`config.mk`:
```
export PLATFORM = sky130hd
export DESIGN_NAME = l2_wr_bufs
export DESIGN_NICKNAME = d
export VERILOG_FILES = /design/src/rtl/l2_wr_bufs_pkg.sv /design/src/rtl/l2_wr_fifo.sv /design/src/rtl/l2_wr_bufs.sv
export SDC_FILE = /design/constraint.sdc
export NUM_CORES = 1
export LEC_CHECK = 0
export CORE_ASPECT_RATIO = 0.75
export CORE_MARGIN = 2
export CORE_UTILIZATION = 57
export CTS_CLUSTER_SIZE = 10
export DETAILED_ROUTE_END_ITERATION = 7
export DONT_BUFFER_PORTS = 1
export PLACE_DENSITY_LB_ADDON = 0.05
export RECOVER_POWER = 25
export SLEW_MARGIN = 20
export SYNTH_ARGS = -nofsm -noshare
export SYNTH_HDL_FRONTEND = slang
export SYNTH_SLANG_ARGS = --single-unit
```
`constraint.sdc`:
```
create_clock -name clk -period 9.6 [get_ports clk]
set_input_delay 1.44 -clock clk [delete_from_list [all_inputs] [get_ports clk]]
set_output_delay 1.44 -clock clk [all_outputs]
set_load 0.02 [all_outputs]
```
`src/rtl/l2_wr_bufs_pkg.sv`:
```
// Shared L2 cache field types plus the queued write-request record used by the write buffers.
package l2_wr_bufs_pkg;

    localparam int unsigned L2_SET_BITS       = 8;
    localparam int unsigned L2_WAY_BITS       = 3;
    localparam int unsigned BITS_PER_LINE     = 128;
    localparam int unsigned L2_TAG_BITS       = 20;
    localparam int unsigned HPROT_WIDTH       = 1;
    localparam int unsigned STABLE_STATE_BITS = 3;

    typedef logic [L2_SET_BITS-1:0]       l2_set_t;
    typedef logic [L2_WAY_BITS-1:0]       l2_way_t;
    typedef logic [BITS_PER_LINE-1:0]     line_t;
    typedef logic [L2_TAG_BITS-1:0]       l2_tag_t;
    typedef logic [HPROT_WIDTH-1:0]       hprot_t;
    typedef logic [STABLE_STATE_BITS-1:0] state_t;

    // mask: [0] line, [1] tag, [2] hprot, [3] state, [4] evict_way
    typedef struct packed {
        l2_set_t    set;
        l2_way_t    way;
        logic [4:0] mask;
        line_t      line;
        l2_tag_t    tag;
        hprot_t     hprot;
        state_t     state;
        l2_way_t    evict_way;
    } l2_wr_req_t;

endpackage

```
`src/rtl/l2_wr_fifo.sv`:
```
// Circular FIFO of write requests; exposes per-entry valid/set so the top can detect read conflicts.
module l2_wr_fifo
    import l2_wr_bufs_pkg::*;
#(
    parameter int unsigned DEPTH = 2
) (
    input  logic                         clk,
    input  logic                         rst,
    input  logic                         push,
    input  l2_wr_req_t                   push_data,
    input  logic                         pop,
    output l2_wr_req_t                   head,
    output logic [$clog2(DEPTH+1)-1:0]   count,
    output logic [DEPTH-1:0]             entry_valid,
    output l2_set_t                      entry_set [DEPTH]
);

    localparam int unsigned PtrW = $clog2(DEPTH);
    localparam int unsigned CntW = $clog2(DEPTH + 1);

    l2_wr_req_t      mem_q [DEPTH];
    logic [DEPTH-1:0] valid_q;
    logic [PtrW-1:0] wr_ptr_q, rd_ptr_q;
    logic [CntW-1:0] count_q;

    always_ff @(posedge clk) begin
        if (rst) begin
            valid_q  <= '0;
            wr_ptr_q <= '0;
            rd_ptr_q <= '0;
            count_q  <= '0;
        end else begin
            // The top never pushes when full and never pops when empty, so indices never collide.
            if (push) begin
                valid_q[wr_ptr_q] <= 1'b1;
                wr_ptr_q          <= wr_ptr_q + PtrW'(1);
            end
            if (pop) begin
                valid_q[rd_ptr_q] <= 1'b0;
                rd_ptr_q          <= rd_ptr_q + PtrW'(1);
            end
            case ({push, pop})
                2'b10:   count_q <= count_q + CntW'(1);
                2'b01:   count_q <= count_q - CntW'(1);
                default: count_q <= count_q;
            endcase
        end
    end

    always_ff @(posedge clk) begin
        if (push) begin
            mem_q[wr_ptr_q] <= push_data;
        end
    end

    always_comb begin
        for (int unsigned i = 0; i < DEPTH; i++) begin
            entry_set[i] = mem_q[i].set;
        end
    end

    assign head        = mem_q[rd_ptr_q];
    assign count       = count_q;
    assign entry_valid = valid_q;

endmodule

```
`src/rtl/l2_wr_bufs.sv`:
```
// L2 write buffers: queue array writes, drain them whenever the arrays are not being read,
// flag set conflicts with the current read and request a forced drain on starvation.
module l2_wr_bufs
    import l2_wr_bufs_pkg::*;
#(
    parameter int unsigned DEPTH      = 2,
    parameter int unsigned STARVE_MAX = 8
) (
    input  logic                       clk,
    input  logic                       rst,
    input  logic                       wr_req_valid,
    output logic                       wr_req_ready,
    input  l2_set_t                    wr_req_set,
    input  l2_way_t                    wr_req_way,
    input  logic [4:0]                 wr_req_mask,
    input  line_t                      wr_req_line,
    input  l2_tag_t                    wr_req_tag,
    input  hprot_t                     wr_req_hprot,
    input  state_t                     wr_req_state,
    input  l2_way_t                    wr_req_evict_way,
    input  logic                       rd_mem_en,
    input  l2_set_t                    rd_set,
    output logic                       set_conflict,
    output logic                       wr_en_line,
    output logic                       wr_en_tag,
    output logic                       wr_en_hprot,
    output logic                       wr_en_state,
    output logic                       wr_en_evict_way,
    output l2_set_t                    wr_set,
    output l2_way_t                    wr_way,
    output line_t                      wr_data_line,
    output l2_tag_t                    wr_data_tag,
    output hprot_t                     wr_data_hprot,
    output state_t                     wr_data_state,
    output l2_way_t                    wr_data_evict_way,
    output logic [$clog2(DEPTH+1)-1:0] count,
    output logic                       force_drain
);

    localparam int unsigned CntW   = $clog2(DEPTH + 1);
    localparam int unsigned StallW = $clog2(STARVE_MAX + 1);

    l2_wr_req_t       push_data, head;
    logic [DEPTH-1:0] entry_valid;
    l2_set_t          entry_set [DEPTH];
    logic             push, issue;
    logic [StallW-1:0] stall_q;

    assign push_data = '{set: wr_req_set, way: wr_req_way, mask: wr_req_mask, line: wr_req_line,
                         tag: wr_req_tag, hprot: wr_req_hprot, state: wr_req_state,
                         evict_way: wr_req_evict_way};

    assign wr_req_ready = !rst && (count < CntW'(DEPTH));
    // Empty-mask requests handshake normally but are never stored.
    assign push         = wr_req_valid && wr_req_ready && (wr_req_mask != 5'd0);
    assign issue        = !rst && (count != '0) && !rd_mem_en;

    l2_wr_fifo #(
        .DEPTH (DEPTH)
    ) u_fifo (
        .clk         (clk),
        .rst         (rst),
        .push        (push),
        .push_data   (push_data),
        .pop         (issue),
        .head        (head),
        .count       (count),
        .entry_valid (entry_valid),
        .entry_set   (entry_set)
    );

    assign wr_en_line        = issue && head.mask[0];
    assign wr_en_tag         = issue && head.mask[1];
    assign wr_en_hprot       = issue && head.mask[2];
    assign wr_en_state       = issue && head.mask[3];
    assign wr_en_evict_way   = issue && head.mask[4];
    assign wr_set            = head.set;
    assign wr_way            = head.way;
    assign wr_data_line      = head.line;
    assign wr_data_tag       = head.tag;
    assign wr_data_hprot     = head.hprot;
    assign wr_data_state     = head.state;
    assign wr_data_evict_way = head.evict_way;

    always_comb begin
        set_conflict = 1'b0;
        for (int unsigned i = 0; i < DEPTH; i++) begin
            if (entry_valid[i] && (entry_set[i] == rd_set)) begin
                set_conflict = 1'b1;
            end
        end
        if (rst) begin
            set_conflict = 1'b0;
        end
    end

    always_ff @(posedge clk) begin
        if (rst || issue || (count == '0)) begin
            stall_q <= '0;
        end else if (rd_mem_en && (stall_q != StallW'(STARVE_MAX))) begin
            stall_q <= stall_q + StallW'(1);
        end
    end

    assign force_drain = !rst && (stall_q == StallW'(STARVE_MAX));

endmodule
```
==> After elaboration in Yosys (flattened, before gate mapping) <==
Memory sizes are Yosys's and may differ from the RTL's. A register that Yosys moved wholly into a read port is not among the register bits.
Cells that the tools add are included.
{ "classes": {"n_addsub": 5, "magnitude_cmp": 5, "eq_ne": 6, "n_mux": 15, "bitwise": 3, "n_reduce_logical": 24} }
{ "op_table": {"columns": ["cell", "count"], "rows": [
  ["8-bit equality test", 2],
  ["1-bit logical AND", 16],
  ["1-bit 2-to-1 mux", 9],
  ["2-bit 2-to-1 mux", 3],
  ["5-bit nonzero test", 1],
  ["4-bit by 1-bit adder with 4-bit output (second input constant)", 1],
  ["4-bit equality test (second input constant)", 1],
  ["1-bit by 2-bit < comparator with 1-bit output (second input constant)", 2],
  ["4-bit inequality test (second input constant)", 1],
  ["2-bit case mux with 2 select lines", 1],
  ["2-bit nonzero test", 2],
  ["1-bit adder (second input constant)", 2],
  ["2-bit by 1-bit adder with 2-bit output (second input constant)", 1],
  ["2-bit bitwise AND", 1],
  ["1-bit demux with 1-bit select", 2],
  ["2-bit by 1-bit equality test with 1-bit output (second input constant)", 1],
  ["2-bit equality test (second input constant)", 1],
  ["1-bit >= comparator (second input constant)", 2],
  ["1-bit zero test", 2],
  ["2-bit zero test", 1],
  ["1-bit logical OR", 2],
  ["2-bit < comparator (second input constant)", 1],
  ["2-bit inverter", 1],
  ["2-bit OR", 1],
  ["2-bit by 1-bit subtractor with 2-bit output (second input constant)", 1]
]} }
{ "totals": {"reg_bits": 10, "ram_bits": 342, "input_bits": 183, "output_inout_bits": 176, "elab_cells": 64, "memories": 1} }
{ "memory_table": {"columns": ["name", "depth", "word_bits", "read_ports", "rd_ports_with_merged_regs", "write_ports", "line_no", "text"], "rows": [
  ["u_fifo.mem_q", 2, 171, 3, 1, 1, "l2_wr_fifo.sv:21", "l2_wr_req_t mem_q [DEPTH];"]
]} }

==> Logic depth before layout (Yosys ltp) <==
{ "depth": {"depth_word": 9, "mapped_depth": 8, "depth_no_buf": 7} }

==> Modules after synthesis <==
A second synthesis with hierarchy kept.
{ "hier_totals": {"cells_unflattened": 633, "area_unflattened_um2": 13525.5} }
{ "by_module_without_submodules": {"columns": ["module", "n_inst", "cells_per_inst", "area_per_inst_um2"], "rows": [
  ["l2_wr_fifo", 1, 575, 13080.0],
  ["l2_wr_bufs", 1, 58, 445.4]
]} }

==> Least setup slack after synthesis <==
Ideal clock, no wire load.
{ "synth_path": {"kind": "input-to-reg", "startpoint": "input rst", "endpoint": "memory u_fifo.mem_q[1][0] in the netlist's numbering (enable)", "arrival_time_ns": 9.375, "required_ns": 8.893, "path_slack_ns": -0.482, "cell_stages": 4, "path_buffers": 1, "cell_sequence": "clkbuf_1 nor2_1 o211ai_4 nor2_1"} }
{ "synth_via": {"elab_chain_cells": 6} }
{ "synth_lines": {"columns": ["element", "line_no", "text"], "rows": [
  ["start: declaration", "l2_wr_bufs.sv:10", "input logic rst,"],
  ["1-bit zero test", "l2_wr_bufs.sv:53", "assign wr_req_ready = !rst && (count < CntW'(DEPTH));"],
  ["1-bit logical AND", "l2_wr_bufs.sv:53", null],
  ["net wr_req_ready", "l2_wr_bufs.sv:12", "output logic wr_req_ready,"],
  ["1-bit logical AND (2 in a row)", "l2_wr_bufs.sv:55", "assign push = wr_req_valid && wr_req_ready && (wr_req_mask != 5'd0);"],
  ["1-bit 2-to-1 mux", "l2_wr_fifo.sv:51", "if (push) begin"],
  ["1-bit 2-to-1 mux (not written as such)", "l2_wr_fifo.sv:52", "mem_q[wr_ptr_q] <= push_data;"],
  ["end: declaration", "l2_wr_fifo.sv:21", null]
]} }
The timed path passes the listed nets, and every way through them passes these cells.

==> impl_metrics.env <==
export IMPL_fin_area_sq_um=14500
export IMPL_finalSetupViolations=0
export IMPL_leakagePower_uw=0.00460
export IMPL_dieWidth_um=178
export IMPL_remaining_drc_errors=0
export IMPL_power_frac_seq=0.532
export IMPL_synthCells=617
export IMPL_drive_gt1_frac=0.341
export IMPL_crit_required_ns=8.16
export IMPL_yosysMostFrequentCell="edfxtp_1"
export IMPL_r2r_slack_ns=6.57
export IMPL_slew_viol_final=0
export IMPL_vias_per_cell=5.76
export IMPL_cts_tree="yes"
export IMPL_cp_end_kind="primary output"
export IMPL_clk_pin_slew_worst_paths_ns=0.05
export IMPL_peakVddDrop_uv=156
export IMPL_power_density_nw_per_um2=232
export IMPL_initial_core_util=0.585
export IMPL_grt_pass1_vias=5698
export IMPL_power_frac_comb=0.078
export IMPL_syn_area_sq_um=13000
export IMPL_drt_pass1_iter_count=4
export IMPL_hold_viol=0
export IMPL_gp_congestion=0.860
export IMPL_finalCritPeriodShare=0.433
export IMPL_nets=832
export IMPL_num_antenna_cells=0
export IMPL_grt_pass1_wl_um=34200
export IMPL_min_path_type="flip-flop to flip-flop"
export IMPL_finalCriticalPeriod_ns=4.16
export IMPL_cts_setup_buffers=0
export IMPL_dp_hpwl_um=16800
export IMPL_rr_endpoint="u_fifo.mem_q[0][140]"
export IMPL_port_buffers=0
export IMPL_path_cells="buf_4, mux2i_1, nor2_1"
export IMPL_status="finished clean"
export IMPL_netSwitchingFraction=0.214
export IMPL_wl_per_cell_um=26.0
export IMPL_post_synth_num_cell_types=27
export IMPL_finalHoldWorstSlack_ns=0.475
export IMPL_yosysWarnings=0
export IMPL_fp_coreArea_sq_um=22200
export IMPL_fmax_mhz=241
export IMPL_fin_util=0.652
export IMPL_crit_path_start_kind="flip-flop"
export IMPL_ys_dominant_reg_cell="edfxtp_1"
export IMPL_synth_area_per_cell_sq_um=21.1
export IMPL_antenna_found_initial=0
export IMPL_fill_cells=1444
export IMPL_yosys_top_cells_count="342 x edfxtp_1, 167 x mux2_2, 18 x buf_2"
export IMPL_finalClockSkew_ns=0.0111
export IMPL_cp_top_family="buffers and inverters"
export IMPL_grt_overflow_total=0
export IMPL_cap_violations=0
export IMPL_crit_arrival_ns=2.72
export IMPL_min_delay_path_depth=1
export IMPL_holdCritStartpoint="u_fifo.entry_valid[1]"
export IMPL_tightest_slew_ns=1.02
export IMPL_rsz0062_at_grt="false"
export IMPL_crit_fanout=73
export IMPL_yosys_area_top_type="edfxtp_1"
export IMPL_clockRootBuffer="clkbuf_16"
export IMPL_r2r_cells=5
export IMPL_fp_row_count=47
export IMPL_synth_area_leaders="edfxtp_1 79%, mux2_2 14%, dfxtp_1 1.7%"
export IMPL_wirelength_um=24700
export IMPL_setup_tns_ns=0
export IMPL_fp_dieArea_sq_um=24000
export IMPL_synth_fp_nets=803
export IMPL_grt_max_degree=136
export IMPL_ys_seq_area_frac=0.807
export IMPL_drt_initial_drc_count=380
export IMPL_syn_to_final_growth_pct=11.6
export IMPL_async_flop_share=0
export IMPL_ctsHoldBuffers=0
export IMPL_numCtsBuffers=41
export IMPL_cp_slowest_cell="buf_4"
export IMPL_grt_usage=0.196
export IMPL_ctsResizeCount=0
export IMPL_critPathBufInv=1
export IMPL_whs_endpoint="u_fifo.entry_valid[1]"
export IMPL_ios=359
export IMPL_clk_insertion_delay_late_ns=0.50
export IMPL_die_height_um=135
export IMPL_r2r_start="u_fifo.count[1]"
export IMPL_cts_buffer_depth=3
export IMPL_critPathKind="flip-flop to primary output"
export IMPL_maxSlewHeadroom=0.319
export IMPL_pwr_share_clk=0.390
export IMPL_synth_edff_count=342
export IMPL_htree_levels=2
export IMPL_power_switching_uw=719
export IMPL_yosysTopAreaCellShare=0.790
export IMPL_max_stage_delay_ns=0.81
export IMPL_ant_nets=0
export IMPL_routed_via_count=5473
export IMPL_cts_sinks=353
export IMPL_synth_seq_cells=353
export IMPL_worst_path_stages=3
export IMPL_intPower_uw=2650
export IMPL_placed_area_sq_um=13300
[state kept, by name, summed over array words and instances, names as in the netlist, named ones only]
signal / cells
u_fifo.entry_valid: 2
stall_q: 4
u_fifo.count: 2
u_fifo.mem_q: 342
u_fifo.rd_ptr_q: 1
u_fifo.wr_ptr_q: 1
[worst max path at each step]
stage	from	endpoint	slack [ns]
6_report	flip-flop	wr_en_evict_way	5.44
3_5_place_dp	rst	u_fifo.mem_q[0][147]	5.19
2_1_floorplan	rst	u_fifo.entry_valid[0]	2.22
4_1_cts	flip-flop	wr_en_evict_way	5.41
5_1_grt	flip-flop	wr_en_hprot	5.28
3_3_place_gp	rst	u_fifo.mem_q[0][103]	5.31
[layout by cell type, fill, tap and decap left out, types with 5 or more instances in the layout]
| cell type | n |
|---|---|
| clkbuf_1 | 8 |
| clkbuf_16 | 43 |
| dfxtp_1 | 10 |
| edfxtp_1 | 342 |
| inv_1 | 5 |
| mux2_2 | 167 |
| mux2i_1 | 5 |
| nor2_1 | 16 |
| xnor2_1 | 12 |
| xor2_1 | 10 |
[logic make-up (layout without fill, tap and decap cells)]
logic type,after synthesis,after routing,synth area share
XOR/XNOR,22,22,0.0148
buffers and inverters,26,65,0.00924
multiplexers,172,172,0.149
AND/OR/NAND/NOR,33,33,0.0124
flip-flops,353,353,0.807
adder cells (fa/ha/maj),3,3,0.00289
AO/OA/AOI/OAI,8,8,0.00510
[metal layers]
layer	GRT usage	wire, um	vias to the layer above
met4	0.0678	562	0
met2	0.335	12500	255
met1	0.198	8050	2717
met5	0	0	-
met3	0.117	3650	36
li1	-	-	2465
[through the flow]
step | total power (uW) | setup WS (ns) | instances
floorplan | 2040 | 2.22 | 617
global placement | 2080 | 5.31 | 895
detailed placement | 2090 | 5.19 | 895
CTS | 3400 | 5.41 | 948
global route | 3480 | 5.28 | 950
finish | 3370 | 5.44 | 950
[cell type report]
cell class,count,area [sq um],share of cell area
clock buffers,51,1110,0.0763
clock inverters,2,17.5,0.00121
inverters,5,18.8,0.00129
multi-input cells,238,2400,0.166
flip-flops and latches,353,10500,0.724
well taps,294,368,0.0254
repair buffers,7,97.6,0.00673
[power groups by stage]
stage / registers, uW / logic, uW / clock network [uW]
2_1_floorplan: 1820 / 223 / 0
3_3_place_gp: 1820 / 261 / 0
3_5_place_dp: 1820 / 264 / 0
4_1_cts: 1790 / 265 / 1340
5_1_grt: 1800 / 276 / 1410
6_report: 1790 / 262 / 1310
Power figures use the tool's default switching activity.
==> patch, RTL diff (config.mk and constraints unchanged) <==
The parameter `STARVE_MAX` goes from 8 to 32.
--- a/src/rtl/l2_wr_bufs.sv
+++ b/src/rtl/l2_wr_bufs.sv
@@ -6,3 +6,3 @@
     parameter int unsigned DEPTH      = 2,
-    parameter int unsigned STARVE_MAX = 8
+    parameter int unsigned STARVE_MAX = 32
 ) (
Behaviour: no difference found for any inputs over 4 cycles, from zero or initial values and one cycle with rst high; that may be too few to reach the edited logic, so the function may still have changed.
==> patch against the unedited design <==
Via count rose by 2.9%; area after synthesis rose by 0.64%; setup slack better by 0.041 ns; wire length up 1.3%; cell area up 0.25%; sequential cell count grew 2; total power rose by 0.64%; critical path depth stayed put; largest cell class unchanged; largest power group unchanged.
==> patch: results (changes against the unedited design) <==
* Cell count after placement at 907 (+1.3%)
* Warnings, synthesis at 0 (unchanged)
* Post-CTS sizing at 0 (unchanged)
* I/O Buffers at 0 (unchanged)
* CP startpoint kind: register
* Vias per cell at 5.879 (+2.0%)
* WL per Instance at 26.14 um (+0.50%)
* Inserted Clock Buffers at 41 (unchanged)
* Largest net degree at the start of global routing at 173 (+27%)
* Antenna Cells at 0 (unchanged)
* Static leakage at 4.604 nW (+0.16%)
* Layout cells sized above 1 at 33.13% (-1.0 points)
* Layout Nets at 842 (+1.2%)
* Dpl hpwl at 16,980 um (+0.99%)
* Clock transition at path regs at 0.05 ns (about the same)
* Gr usage total at 20.16% (+0.53 points)
* XOR/XNOR Fraction of Synth Area at 1.607% (+0.12 points)
* Outcome: completed
* Post-CTS setup buffer count at 0 (unchanged)
* Sequential area share after synthesis at 80.49% (-0.21 points)
* Maximum clock path buffer count at 3 (unchanged)
* Sequential group share of total power at 53.1% (about the same)
* Crit-path max FO at 74 (+1.4%)
* Metal1 wirelength at 8242 um (+2.4%)
* First-pass GRT wire length at 35,390 um (+3.4%)
* Clk_skew at 0.01206 ns (+0.0009506 ns)
* Clock Power Share at 39.1% (about the same)
* Placed inst area at 0.01342 mm2 (+0.63%)
* # H-tree levels at 2 (unchanged)
* Synth Area in Compound Gates at 0.5738% (+0.064 points)
* Top post-synthesis cells by area: edfxtp_1 (79%), mux2_2 (14%), dfxtp_1 (2.0%)
* Synth cell types at 26 (-3.7%)
* Routed met2 length at 12,210 um (-2.0%)
* Slew @ Worst Pin at 1.031 ns (+0.009284 ns)
* Syn nets at 815 (+1.5%)
* Adder-Cell Fraction of Synth Area at 0.2869% (-0.0019 points)
* VDD IR max at 0.2130 mV (+37%)
* Initial antenna violation count at 0 (unchanged)
* Vias in the first global route at 5,922 (+3.9%)
* Largest registers: u_fifo.mem_q x342, stall_q x6
* Post-place setup slack at 5.454 ns (+0.2691 ns)
* Post-synthesis mux area share at 14.67% (-0.18 points)
* GPL Wtd Cong at 0.9116 (+6.0%)
* Int Pwr at 2.662 mW (+0.58%)
* Final wirelength at 25,040 um (+1.3%)
* Synth cell count leaders: edfxtp_1 (342), mux2_2 (166), nor2_1 (21)
* First-pass DRT Iterations at 4 (unchanged)
* Min-Delay Path Class: register to register
* Post-synth EDFFs at 342 (unchanged)
* Initial DRC Count at 386 (+1.6%)
* Synth Instances at 629 (+1.9%)
* Root Driver: clkbuf_16
* DR WL met3 at 3821 um (+4.8%)
* Share of synthesized registers carrying an async set or reset at 0% (unchanged)
* Hold path start: u_fifo.entry_valid[1]
## patch: final cells by class
cell class / count / area [um2]
Clock buffer: 49 / 1077
Clock inverter: 2 / 46.29
Fill cell: 1461 / 7749
Inverter: 6 / 22.52
Multi-Input combinational cell: 247 / 2441
Sequential cell: 355 / 10530
Tap cell: 294 / 367.9
Timing Repair Buffer: 5 / 50.05
## patch: final timing paths
| check | depth (start not counted) | end | slack, ns |
|---|---|---|---|
| setup reg to reg | 4 | u_fifo.mem_q[1][86] | 6.43 |
| setup / recovery | 3 | wr_en_evict_way | 5.48 |
| hold reg to reg | 1 | u_fifo.entry_valid[1] | 0.50 |
| hold / removal | 1 | u_fifo.entry_valid[1] | 0.50 |
## patch: metal layers
metal	track usage (%)	vias up
met5	0	-
met4	7.272	0
met3	12.21	57
met2	32.97	280
met1	21.46	2791
li1	-	2504
## patch: critical path, cell delays in order (launching register included)
cell and delay, ns:
dfxtp_4 0.65, buf_4 0.82, mux2i_1 0.23, nor2_1 0.38
